--- config.mk ---
export PLATFORM = sky130hd
export DESIGN_NAME = shot_slot_scheduler
export DESIGN_NICKNAME = d
export VERILOG_FILES = /design/src/rtl/shot_slot_scheduler_pkg.sv /design/src/rtl/shot_slot_scheduler_rr.sv /design/src/rtl/shot_slot_scheduler.sv
export SDC_FILE = /design/constraint.sdc
export NUM_CORES = 1
export LEC_CHECK = 0
export CAP_MARGIN = 20
export CORE_MARGIN = 2
export CORE_UTILIZATION = 54
export CTS_CLUSTER_SIZE = 20
export DETAILED_ROUTE_END_ITERATION = 10
export HOLD_SLACK_MARGIN = 0.1
export PLACE_DENSITY_LB_ADDON = 0.2
export SLEW_MARGIN = 20
export SYNTH_ARGS = -nofsm -noshare
export SYNTH_HDL_FRONTEND = slang
export SYNTH_SLANG_ARGS = --single-unit
--- constraint.sdc ---
create_clock -name clk -period 19.6 [get_ports clk]
set_input_delay 1.96 -clock clk [delete_from_list [all_inputs] [get_ports clk]]
set_output_delay 1.96 -clock clk [all_outputs]
set_load 0.05 [all_outputs]
--- src/rtl/shot_slot_scheduler_pkg.sv ---
// Shared constants for the projectile slot scheduler: owner encoding,
// owner field width and default shot timing.
package shot_slot_scheduler_pkg;

  localparam int unsigned OWN_W        = 3;
  localparam int unsigned LIFE_W       = 8;
  localparam int unsigned DEF_LIFETIME = 60;
  localparam int unsigned DEF_COOLDOWN = 8;

  localparam logic [OWN_W-1:0] OWN_TANK     = 3'd0;
  localparam logic [OWN_W-1:0] OWN_MON_BASE = 3'd1;

  function automatic logic [OWN_W-1:0] mon_owner(input int unsigned k);
    return OWN_MON_BASE + OWN_W'(k);
  endfunction

endpackage

--- src/rtl/shot_slot_scheduler_rr.sv ---
// Round-robin one-hot picker: first set request at or after ptr_i, wrapping.
module shot_rr_arbiter #(
  parameter int unsigned N     = 5,
  parameter int unsigned PTR_W = (N > 1) ? $clog2(N) : 1
) (
  input  logic [N-1:0]     req_i,
  input  logic [PTR_W-1:0] ptr_i,
  output logic [N-1:0]     gnt_o,
  output logic             valid_o
);

  int unsigned idx;

  always_comb begin
    gnt_o   = '0;
    valid_o = 1'b0;
    idx     = 0;
    for (int unsigned i = 0; i < N; i++) begin
      idx = (int'(ptr_i) + i) % N;
      if (!valid_o && req_i[idx]) begin
        gnt_o[idx] = 1'b1;
        valid_o    = 1'b1;
      end
    end
  end

endmodule

--- src/rtl/shot_slot_scheduler.sv ---
// Projectile slot pool shared between the tank and the monsters: grants,
// owner tagging, per-frame aging, hit/expiry release and tank fire queuing.
module shot_slot_scheduler
  import shot_slot_scheduler_pkg::*;
#(
  parameter int unsigned NUM_SLOTS = 4,
  parameter int unsigned NUM_MON   = 5,
  parameter int unsigned LIFETIME  = DEF_LIFETIME,
  parameter int unsigned COOLDOWN  = DEF_COOLDOWN,
  parameter int unsigned TANK_MAX  = 2
) (
  input  logic                       clk,
  input  logic                       rst,
  input  logic                       frame_tick,
  input  logic                       enable,
  input  logic                       clear,
  input  logic                       tank_fire,
  input  logic [NUM_MON-1:0]         mon_req,
  input  logic [NUM_SLOTS-1:0]       hit,
  output logic [NUM_SLOTS-1:0]       slot_active,
  output logic [OWN_W*NUM_SLOTS-1:0] slot_owner,
  output logic [NUM_SLOTS-1:0]       launch,
  output logic                       grant_tank,
  output logic [NUM_MON-1:0]         grant_mon,
  output logic [NUM_SLOTS-1:0]       expire,
  output logic [2:0]                 free_count
);

  localparam int unsigned PTR_W  = (NUM_MON > 1) ? $clog2(NUM_MON) : 1;
  localparam int unsigned SLOT_W = (NUM_SLOTS > 1) ? $clog2(NUM_SLOTS) : 1;

  logic [NUM_SLOTS-1:0]             active_q, active_d;
  logic [NUM_SLOTS-1:0][OWN_W-1:0]  owner_q, owner_d;
  logic [NUM_SLOTS-1:0][LIFE_W-1:0] life_q, life_d;
  logic [NUM_SLOTS-1:0]             launch_q, launch_d;
  logic [NUM_SLOTS-1:0]             expire_q, expire_d;
  logic [LIFE_W-1:0]                cool_q, cool_d;
  logic                             pend_q, pend_d;
  logic [PTR_W-1:0]                 rr_q, rr_d;
  logic                             gtank_q, gtank_d;
  logic [NUM_MON-1:0]               gmon_q, gmon_d;
  logic [2:0]                       free_q, free_d;

  logic [SLOT_W-1:0]  cand;
  logic               slot_avail;
  int unsigned        tank_cnt;
  int unsigned        act_cnt;
  logic [NUM_MON-1:0] mon_busy;
  logic [NUM_MON-1:0] mon_elig;
  logic [NUM_MON-1:0] mon_gnt;
  logic               mon_valid;
  logic [PTR_W-1:0]   mon_idx;
  logic               aging;
  logic               tank_win;

  // Candidate slot and ownership summaries come only from registered state,
  // so a slot freed at this edge can never also be granted at this edge.
  always_comb begin
    cand       = '0;
    slot_avail = 1'b0;
    tank_cnt   = 0;
    mon_busy   = '0;
    for (int unsigned s = 0; s < NUM_SLOTS; s++) begin
      if (!active_q[s] && !slot_avail) begin
        cand       = SLOT_W'(s);
        slot_avail = 1'b1;
      end
      if (active_q[s] && owner_q[s] == OWN_TANK) tank_cnt++;
      for (int unsigned k = 0; k < NUM_MON; k++) begin
        if (active_q[s] && owner_q[s] == mon_owner(k)) mon_busy[k] = 1'b1;
      end
    end
  end

  assign mon_elig = mon_req & ~mon_busy;

  shot_rr_arbiter #(
    .N     (NUM_MON),
    .PTR_W (PTR_W)
  ) u_mon_arb (
    .req_i   (mon_elig),
    .ptr_i   (rr_q),
    .gnt_o   (mon_gnt),
    .valid_o (mon_valid)
  );

  always_comb begin
    mon_idx = '0;
    for (int unsigned k = 0; k < NUM_MON; k++) begin
      if (mon_gnt[k]) mon_idx = PTR_W'(k);
    end
  end

  assign aging    = frame_tick & enable;
  assign tank_win = (tank_fire | pend_q) && (cool_q == '0) &&
                    (tank_cnt < TANK_MAX) && slot_avail;

  always_comb begin
    active_d = active_q;
    owner_d  = owner_q;
    life_d   = life_q;
    launch_d = '0;
    expire_d = '0;
    cool_d   = cool_q;
    pend_d   = pend_q;
    rr_d     = rr_q;
    gtank_d  = 1'b0;
    gmon_d   = '0;
    free_d   = free_q;
    act_cnt  = 0;

    if (clear) begin
      active_d = '0;
      owner_d  = '0;
      life_d   = '0;
      cool_d   = '0;
      pend_d   = 1'b0;
      rr_d     = '0;
    end else begin
      // A hit takes priority over expiry, so a simultaneous age-out is silent.
      for (int unsigned s = 0; s < NUM_SLOTS; s++) begin
        if (active_q[s]) begin
          if (hit[s]) begin
            active_d[s] = 1'b0;
            life_d[s]   = '0;
          end else if (aging) begin
            if (life_q[s] == LIFE_W'(1)) begin
              active_d[s] = 1'b0;
              expire_d[s] = 1'b1;
              life_d[s]   = '0;
            end else begin
              life_d[s] = life_q[s] - LIFE_W'(1);
            end
          end
        end
      end

      if (aging && cool_q != '0) cool_d = cool_q - LIFE_W'(1);

      if (enable) begin
        if (tank_win) begin
          active_d[cand] = 1'b1;
          owner_d[cand]  = OWN_TANK;
          life_d[cand]   = LIFE_W'(LIFETIME);
          launch_d[cand] = 1'b1;
          gtank_d        = 1'b1;
          cool_d         = LIFE_W'(COOLDOWN);
          pend_d         = 1'b0;
        end else begin
          if (tank_fire && cool_q == '0) pend_d = 1'b1;
          if (mon_valid && slot_avail) begin
            active_d[cand] = 1'b1;
            owner_d[cand]  = mon_owner(int'(mon_idx));
            life_d[cand]   = LIFE_W'(LIFETIME);
            launch_d[cand] = 1'b1;
            gmon_d         = mon_gnt;
            rr_d           = (mon_idx == PTR_W'(NUM_MON - 1)) ? '0 : mon_idx + PTR_W'(1);
          end
        end
      end
    end

    for (int unsigned s = 0; s < NUM_SLOTS; s++) begin
      if (active_d[s]) act_cnt++;
    end
    free_d = 3'(NUM_SLOTS - act_cnt);
  end

  always_ff @(posedge clk or negedge rst) begin
    if (!rst) begin
      active_q <= '0;
      owner_q  <= '0;
      life_q   <= '0;
      launch_q <= '0;
      expire_q <= '0;
      cool_q   <= '0;
      pend_q   <= 1'b0;
      rr_q     <= '0;
      gtank_q  <= 1'b0;
      gmon_q   <= '0;
      free_q   <= 3'(NUM_SLOTS);
    end else begin
      active_q <= active_d;
      owner_q  <= owner_d;
      life_q   <= life_d;
      launch_q <= launch_d;
      expire_q <= expire_d;
      cool_q   <= cool_d;
      pend_q   <= pend_d;
      rr_q     <= rr_d;
      gtank_q  <= gtank_d;
      gmon_q   <= gmon_d;
      free_q   <= free_d;
    end
  end

  assign slot_active = active_q;
  assign slot_owner  = owner_q;
  assign launch      = launch_q;
  assign grant_tank  = gtank_q;
  assign grant_mon   = gmon_q;
  assign expire      = expire_q;
  assign free_count  = free_q;

endmodule

==> metrics.md <==
| Metric | Value |
|---|---|
| Status | `completed` |
| Actual slew at the worst max-slew pin | `975 ps` |
| Vias/cell | `6.31` |
| Hold Fails Final Rpt | `0` |
| Initial antenna violation count | `0` |
| Sequential element share of the synthesized area | `32.0%` |
| Synthesized flop and latch total | `77` |
| Finish-stage setup viols | `0` |
| First-pass GRT wire length | `26400 um` |
| P_leak | `2.91 nW` |
| Placer Congestion | `0.924` |
| Crit path kind | `flop to flop` |
| Setup Fix Bufs, Post-CTS | `0` |
| Die area | `12000 um2` |
| Post-layout nets | `797` |
| Share of layout cells above drive strength 1 | `5.80%` |
| Max-slew violation count | `0` |
| Area delta synth->final | `12.9%` |
| Startpoint types | `flop` |
| IO buf count | `47` |
| Crit. Startpoint | `rr_q[1]$_DFFE_PN0P_` |
| Synth warnings | `0` |
| Core outline area | `10800 um2` |
| Root buf cell | `clkbuf_8` |
| Clock-pin slew on the worst setup and hold paths | `80 ps` |
| Hold Buf Count CTS | `0` |
| ANT nets after route | `0` |
| Longest Clk Path Bufs | `2` |
| Final WL | `15900 um` |
| Inserted Diodes | `0` |
| Maxcap violations | `0` |
| Synth cell types | `80` |
| Pre-antenna DRT Iters | `5` |
| FMAX | `0.136 GHz` |
| PwrDens | `123 nW/um2` |
| CP endpoint kind | `flop` |
| Most common library cell in the layout ignoring fill and taps | `dfrtp_1` |
| CTS resizes | `0` |
| GRT Total Usage | `28.1%` |
| Vias in the first global route | `5420` |
| Prevailing post-synth register cell | `dfrtp_1` |
| Hold Crit Start | `life_q[15]$_DFF_PN0_` |
| Iteration-0 DRC count of the detailed router | `587` |
| Initial core utilization | `55.5%` |
| Die height | `110 um` |
| I/O pins | `48` |
| Drt wl/cell | `18.0 um` |
| CTS tree | `yes` |
| Worst Path Required | `19880 ps` |
| Final Skew | `10.2 ps` |
| Synthesized area | `6020 um2` |
| Worst-Skew Late Latency | `360 ps` |
| Final clock period utilization by the worst path | `37.6%` |
| CTS buffer count | `9` |
| Min-delay worst type | `flop to flop` |
| Die X-Extent | `110 um` |
| Max VDD drop | `0.0000585 V` |
| Post-synth EDFFs | `0` |
| CP Max Fanout | `18` |
| # rows | `38` |
| H-Tree Depth | `3` |
| Commonest cells after routing, fill and taps aside | `76 x dfrtp_1, 62 x nor2_1, 58 x nand2_1` |
| Pin count of the biggest net entering global routing | `78` |
| Relative slew slack | `35.0%` |
| Worst reg2reg startpoint | `rr_q[1]$_DFFE_PN0P_` |
| # DRC | `0` |
| DP Wirelength | `11800 um` |
| DR vias | `5565` |
| GRT overflow | `0` |
| Worst EP arrival | `7640 ps` |
| Post-Syn Nets | `759` |
| Setup TNS | `0 ps` |
| Synth Instances | `699` |
| Synthesized area per cell | `8.61 um2` |
| Clock Sinks | `77` |
| Min cycle time layout | `7370 ps` |
| Final core occ | `62.7%` |
| Post-synth ARST share | `100%` |
| RSZ-0062 raised after global routing | `false` |
[where the power goes]
part           internal (mW)  leakage [nW]  total (mW)  switching (mW)
combinational          0.183          1.77       0.506           0.322
clock                 0.0623        0.0878       0.123          0.0604
sequential             0.181          1.05       0.210          0.0296
[synthesized netlist by cell type, types with 11 or more instances]
master,count,area (um2)
nand2_1,58,218
nor3_1,29,145
nand2b_1,11,68.8
inv_1,38,143
xnor2_1,27,236
ha_1,45,563
nand3_1,25,125
o21ai_0,38,190
a21oi_1,32,160
xor2_1,19,166
clkbuf_1,17,63.8
dfrtp_1,76,1900
nor2_1,62,233
[layout make-up]
cell class | count | area, um2
tap | 140 | 175
sequential | 77 | 1930
clock inverter | 5 | 60.1
fill | 927 | 4050
clock buffer | 11 | 141
multi-input combinational | 557 | 3840
inverter | 42 | 158
timing repair buffer | 50 | 490
[state kept, by name (all words and copies together) (netlist names)]
| name | count |
|---|---|
| life_q | 32 |
| slot_owner | 12 |
| cool_q | 8 |
| rr_q | 3 |
| slot_active | 4 |
| launch | 4 |
| grant_tank | 1 |
| grant_mon | 5 |
| expire | 4 |
| pend_q | 1 |
| free_count | 3 |
[logic make-up (layout without fill, tap and decap cells)]
group	after synthesis	in the layout	share of synthesized area, %
xor gates and xnor gates	48	48	7.55
buffers and inverters	65	108	4.12
AOI/OAI and AO/OA	173	173	19.9
muxes	9	9	1.50
and+or+nand+nor	282	282	25.6
adders and majority gates	45	45	9.36
DFF	77	77	32.0
[through the flow]
step / total power [mW] / area, um2 / setup WS (ps) / hold slack, ps / std cells
after floorplan: 0.577 / 6020 / 13450 / 463 / 699
after global placement: 0.691 / 6590 / 12840 / 477 / 866
after detailed placement: 0.706 / 6590 / 12370 / 486 / 866
after CTS: 0.833 / 6800 / 12330 / 555 / 882
after global routing: 0.895 / 6800 / 11820 / 584 / 882
final: 0.838 / 6800 / 12230 / 558 / 882
[worst max-delay path, stage by stage (launching register included)]
cell      delay (ps)
dfrtp_1          620
inv_1            370
ha_1             290
inv_1             70
ha_1             450
clkinv_1         250
ha_1             300
nor3_1           390
nor3_1           140
or2_1            290
ha_1             240
nand4_1          100
o211ai_1         160
or3_1            500
and3_1           190
o21ai_1          300
nand2_1          110
o21a_1           250
or2_1            260
nand3_1          260
o21a_1           180
ha_1             240
xor2_1           320
ha_1             290
mux2i_1          140
ha_1             160
xor3_1           390
[layer usage]
layer | share of wire [%] | GRT usage (%) | wire length, um
met5 | 0 | 0 | 0
met4 | 2.6 | 11.2 | 420
met1 | 43 | 36.7 | 6790
met2 | 49 | 46.7 | 7760
met3 | 5.9 | 4.39 | 940
[path summary, 6_finish.rpt]
path                                           endpoint  slack (ps)  depth (start not counted)
worst max-delay path            free_count[2]$_DFF_PN1_       12230                         26
worst min-delay path               life_q[15]$_DFF_PN0_         560                          2
worst max register to register  free_count[2]$_DFF_PN1_       12230                         26
worst min register to register     life_q[15]$_DFF_PN0_         560                          2
max in group asynchronous        grant_mon[1]$_DFF_PN0_       17210                          1
min in group asynchronous          life_q[13]$_DFF_PN0_        1740                          1
(Power assumes the default switching activity.)
